File: src/rtl/relu_grad_gate.sv
// ReLU backward-pass gate: records the forward positivity mask per neuron and gates upstream gradients.
// Optional macro RELU_GRAD_CNT_EN adds the active_cnt port (positive entries in the last forward pass).
module relu_grad_gate #(
    parameter int DEPTH = 16,
    parameter int AW    = 4
) (
    input  logic          clk,
    input  logic          rst,
    input  logic          mode,
    input  logic          rdy,
    input  logic [31:0]   x_data,
    output logic [31:0]   z_data,
    output logic          done,
    output logic          layer_end,
    output logic          err
`ifdef RELU_GRAD_CNT_EN
    ,
    output logic [AW:0]   active_cnt
`endif
);

    typedef enum logic [1:0] {
        IDLE = 2'd0,
        FWD  = 2'd1,
        FULL = 2'd2,
        BWD  = 2'd3
    } state_t;

    localparam logic [AW-1:0] LAST = AW'(DEPTH - 1);

    state_t           state;
    logic [AW-1:0]    idx;
    logic [DEPTH-1:0] mask;

    logic             pos;
    logic [AW-1:0]    widx;
    logic             fwd_s;
    logic             bwd_s;
    logic             mask_ok;

    // +0 and -0 are not positive; NaN/Inf simply follow the sign bit.
    assign pos     = ~x_data[31] & (x_data[30:0] != '0);
    // A forward sample outside FWD starts a fresh pass at entry 0.
    assign widx    = (state == FWD) ? idx : '0;
    assign fwd_s   = rdy & ~mode;
    assign bwd_s   = rdy & mode;
    assign mask_ok = (state == FULL) || (state == BWD);

`ifdef RELU_GRAD_CNT_EN
    logic [AW:0] run_cnt;
    logic [AW:0] run_next;

    assign run_next = ((state == FWD) ? run_cnt : '0) + (AW+1)'(pos);

    always_ff @(posedge clk) begin
        if (rst) begin
            run_cnt    <= '0;
            active_cnt <= '0;
        end else if (fwd_s) begin
            run_cnt <= run_next;
            if (widx == LAST)
                active_cnt <= run_next;
        end else if (bwd_s && mask_ok && idx == LAST) begin
            active_cnt <= '0;
        end
    end
`endif

    // NOTE: sequential state uses non-blocking assignments so every register
    // samples the pre-edge values regardless of statement order.
    always_ff @(posedge clk) begin
        if (rst) begin
            state     <= IDLE;
            idx       <= '0;
            // NOTE: the mask is a plain flop vector, so it can be cleared in
            // reset; a real RAM would need a sweep or a valid bit instead.
            mask      <= '0;
            z_data    <= '0;
            done      <= 1'b0;
            layer_end <= 1'b0;
            err       <= 1'b0;
        end else begin
            done      <= 1'b0;
            layer_end <= 1'b0;
            err       <= 1'b0;
            if (fwd_s) begin
                mask[widx] <= pos;
                z_data     <= pos ? x_data : 32'h0;
                done       <= 1'b1;
                if (widx == LAST) begin
                    layer_end <= 1'b1;
                    idx       <= '0;
                    state     <= FULL;
                end else begin
                    idx   <= widx + AW'(1);
                    state <= FWD;
                end
            end else if (bwd_s) begin
                if (mask_ok) begin
                    z_data <= mask[idx] ? x_data : 32'h0;
                    done   <= 1'b1;
                    if (idx == LAST) begin
                        layer_end <= 1'b1;
                        idx       <= '0;
                        state     <= IDLE;
                        mask      <= '0;
                    end else begin
                        idx   <= idx + AW'(1);
                        state <= BWD;
                    end
                end else begin
                    // No complete mask: flag it and leave state, idx and mask alone.
                    err <= 1'b1;
                end
            end
        end
    end

endmodule

File: config.mk
export PLATFORM = sky130hd
export DESIGN_NAME = relu_grad_gate
export DESIGN_NICKNAME = d
export VERILOG_FILES = /design/src/rtl/relu_grad_gate.sv
export SDC_FILE = /design/constraint.sdc
export NUM_CORES = 1
export LEC_CHECK = 0
export ABC_AREA = 1
export BUFFER_PORTS_ARGS = -buffer_cell sky130_fd_sc_hd__buf_2
export CORE_MARGIN = 2
export CORE_UTILIZATION = 30
export CTS_BUF_LIST = sky130_fd_sc_hd__clkbuf_8
export DETAILED_ROUTE_END_ITERATION = 6
export HOLD_SLACK_MARGIN = 0.12
export PLACE_DENSITY = 0.55
export SLEW_MARGIN = 0
export SYNTH_ARGS = -nofsm -noshare
export SYNTH_HDL_FRONTEND = slang
export SYNTH_SLANG_ARGS = --single-unit
export TNS_END_PERCENT = 100
File: constraint.sdc
create_clock -name clk -period 1.4 [get_ports clk]
set_input_delay 0.28 -clock clk [delete_from_list [all_inputs] [get_ports clk]]
set_output_delay 0.28 -clock clk [all_outputs]
set_load 0.03 [all_outputs]
==> impl_results.md <==
- Status: finished with violations
- Failing checks: setup timing
- Mux cell area share after synthesis: 0%
- Max cap viols: 0
- Synth area leader: dfxtp_1
- Busiest grt layer: met2
- Maximum vdd drop: 0.534 mV
- Sequential area share after synthesis: 38.3%
- R2R Setup Slk: -0.19 ns
- Worst slew pin tran: ~0.46 ns
- Largest family of logic cells by synthesized area: simple AND/OR/NAND/NOR gates
- RSZ-0062 raised after global routing: yes
- Switch Pwr: 1230 uW
- # DRC: 0
- Wire per inst: 12.8 microns
- Synth Area in Compound Gates: about an eighth
- Placer congestion estimate: approximately 0.81
- Worst min path class: primary input to flip-flop
- Critical Path, Cell by Cell: buf_12 > nand2_1 > nand3_2 > nand3_2 > nand3_4 > nand3_4 > clkbuf_16 > nand3_2 > a21oi_1
- M3 GR Usage: 4.85%
- CTS H-tree lvls: 3
- Final core utilization: between 40% and 50%
- Syn Nets: 478
- Crit path time final: 1.59 ns
- Worst path most repeated cell: nand3_2
- Clock tree buffer depth: 2
- CP endpoint kind: flip-flop
- Clock power share: between 30% and 40%
- Slew margin rel.: between 60% and 70%
- Dpl cell area: 0.00387 sq mm
- Die ar.: 0.0107 sq mm
- Detailed-route via count: 3221
- Fin crit share: 113%
- Synth Area per Inst: 6.82 sq um
- Main area contributors after synthesis: dfxtp_1 (38%), nand2_1 (9.8%), nor2_1 (8.3%)
- Drt first pass iters: 4
- Row cnt: 36
- Final instance area: about 0.0047 sq mm
- # IOs: 71
- IO Port Bufs: 70
- Gr usage total: 16.0%
- Synth Area in XOR/XNOR: 0.294%
- Yosys cell types: 32
- Largest net degree at the start of global routing: 37
- Leakage: 0.00205 uW
- DIE WIDTH: 104 microns
- Post-Synth Adder-Cell Area: 2.10%
- Nets: 601
- DRT Wirelength: 8940 microns
- Final Slew Violations: 0
- Yosys top cell area share: between 30% and 40%
- Hpwl dp: 5880 microns
- Netlist Area Pre-Place: 0.00298 sq mm
- Final worst setup slack: -0.186 ns
- Vias in the first global route: 2959
- 1st-iter DRT viols: about 160
- Max Fclk: approximately 630 MHz
- Number of diodes: 0
- Synth Warn #: 0
- CP required: 1.60 ns
- Cts bufs inserted: 9
- Met1 Track Usage GR: 20.4%
- First-pass GRT wire length: roughly 14000 microns
- Power Density: 889 mW/mm^2
- Worst path slowest cell: dfxtp_4
- Simple-Gate Fraction of Synth Area: 33.0%
- Synth Register Bits: 57
- Die height: 104 microns
- Initial antenna violation count: 0
- Via density: between 4 and 5
- Net Sw Frac: between 20% and 30%
- Final Hold Vio Count: 0
- Sequential share of power: approximately two fifths
- DRT antenna net count: 0
- Initial core utilization: 30.8%
- # setup viols final: 52
- Worst skew pair latency: between 0.3 and 0.4 ns
- GR Util met2: 26.7%
- Area growth from synthesis to layout: 57.1%
- Crit Path Max Fanout: 8
- CP max stage delay: 0.41 ns
- Cell internal pwr: 2930 uW
- Core Area: around 0.0097 sq mm
- CTS sink count: 57
- Logic pwr share: 21.8%
- Worst-path clk slew: approximately 0.070 ns
- Hold_buf cts: 0
- Clock root buffer: clkbuf_8
- Critical Path Source Type: flip-flop
- Worst endpoint data arrival time: between 1.5 and 2 ns
- Cells after DPL: 672
- Setup CP Type: flip-flop to flip-flop
- GR Overflow Total: 0
- Layout cells sized above 1: between 40 and 50%
- Clock Skew: 0.0138 ns
- Setup TNS: -6.77 ns
- CTS tree: built
- Final Non-Filler Cells: 697
- Mapped Cells: approximately 440
[per-stage QoR]
step	total power (uW)	worst slack, ns	hold WS, ns
detailed placement	2440	-0.309	0.452
finish	4160	-0.186	0.264
global route	4360	-0.254	0.267
floorplan	2150	-0.00684	0.443
CTS	4020	-0.124	0.244
global placement	2430	-0.294	0.450
[worst paths after layout]
| check | from | end | cells after the start |
|---|---|---|---|
| worst max register to register | idx[0]$_SDFFE_PP0P_ | z_data[6]$_SDFFE_PP0P_ | 9 |
| worst min-delay path | x_data[31] | z_data[31]$_SDFFE_PP0P_ | 3 |
| worst min register to register | z_data[31]$_SDFFE_PP0P_ | z_data[31]$_SDFFE_PP0P_ | 2 |
| worst max-delay path | idx[0]$_SDFFE_PP0P_ | z_data[6]$_SDFFE_PP0P_ | 9 |
[area by class of cell]
| cell class | count | area (sq um) |
|---|---|---|
| fill | 978 | 5000 |
| multi-input combinational | 291 | 1880 |
| sequential | 57 | 1160 |
| timing repair buffer | 131 | 1010 |
| inverter | 70 | 282 |
| tap | 133 | 166 |
| clock buffer | 10 | 138 |
| clock inverter | 5 | 56.3 |
[per-layer routing]
layer,wire (microns),vias up
li1,-,1628
met3,477,6
met5,0,-
met2,4420,87
met4,47,0
met1,4000,1500
[power by group through the flow]
stage	Clock, uW	Combinational, uW	Sequential [uW]
floorplan	0	343	1810
global placement	0	693	1740
detailed placement	0	697	1740
CTS	1590	731	1700
global route	1670	979	1710
finish	1550	909	1710
[logic make-up (layout without fill, tap and decap cells)]
kind of cell	count (synthesis)	after routing
DFF	57	57
and+or+nand+nor	218	218
adders and majority gates	5	5
AOI/OAI and AO/OA	67	67
xor gates and xnor gates	1	1
buffers and inverters	89	216
[critical path: cells and delay by family (launching register included)]
family / cells / cell delay [ns]
buffers and inverters: 2 / 0.39
and+or+nand+nor: 6 / 0.57
AOI/OAI and AO/OA: 1 / 0.06
DFF: 1 / 0.41
[layout by cell type (no fill, tap or decap), types with 14 or more instances in the layout]
cell type  netlist  layout
buf_4            2      41
nor2_1          66      62
nand2_1         78      62
buf_2            6      70
nand3_1         49      23
a21oi_1         45      31
a21oi_2          0      14
nand2_2          2      14
dfxtp_1         57      51
nand3_2          1      21
inv_1           63      52
[registers in the layout (all words and copies together) (netlist names)]
signal and cells:
state 2, layer_end 1, done 1, err 1
mask 16, idx 4, z_data 32
[cell usage after synthesis]
| cell type | instances |
|---|---|
| o21bai_1 | 1 |
| ha_1 | 5 |
| o21bai_4 | 1 |
| o21a_1 | 2 |
| nand2_2 | 2 |
| buf_4 | 2 |
| a31oi_1 | 3 |
| nand4_1 | 2 |
| a21oi_1 | 45 |
| nor2_1 | 66 |
| clkbuf_1 | 6 |
| o21ai_1 | 3 |
| buf_6 | 5 |
| buf_2 | 6 |
| xor2_1 | 1 |
| nor2_2 | 1 |
| o21ai_0 | 6 |
| nand2_4 | 1 |
| nor3b_2 | 4 |
| nor3_1 | 10 |
| o2111a_1 | 1 |
| dfxtp_1 | 57 |
| a211oi_1 | 1 |
| inv_1 | 63 |
| o21ai_4 | 2 |
| inv_2 | 7 |
| nand3_2 | 1 |
| o22ai_1 | 1 |
| a221oi_1 | 1 |
| nor2_4 | 4 |
| nand2_1 | 78 |
| nand3_1 | 49 |
[what timing repair did]
action / 4_1_cts / 5_1_grt
endpoints found under the setup margin: 52 / 54
gates resized for setup: 34 / 90
endpoints found under the hold margin: 0 / 0
cloned: 0 / 4
pin swaps: 14 / 35
setup buffers: 3 / 3
No activity file was read; power rests on OpenSTA's default activity.
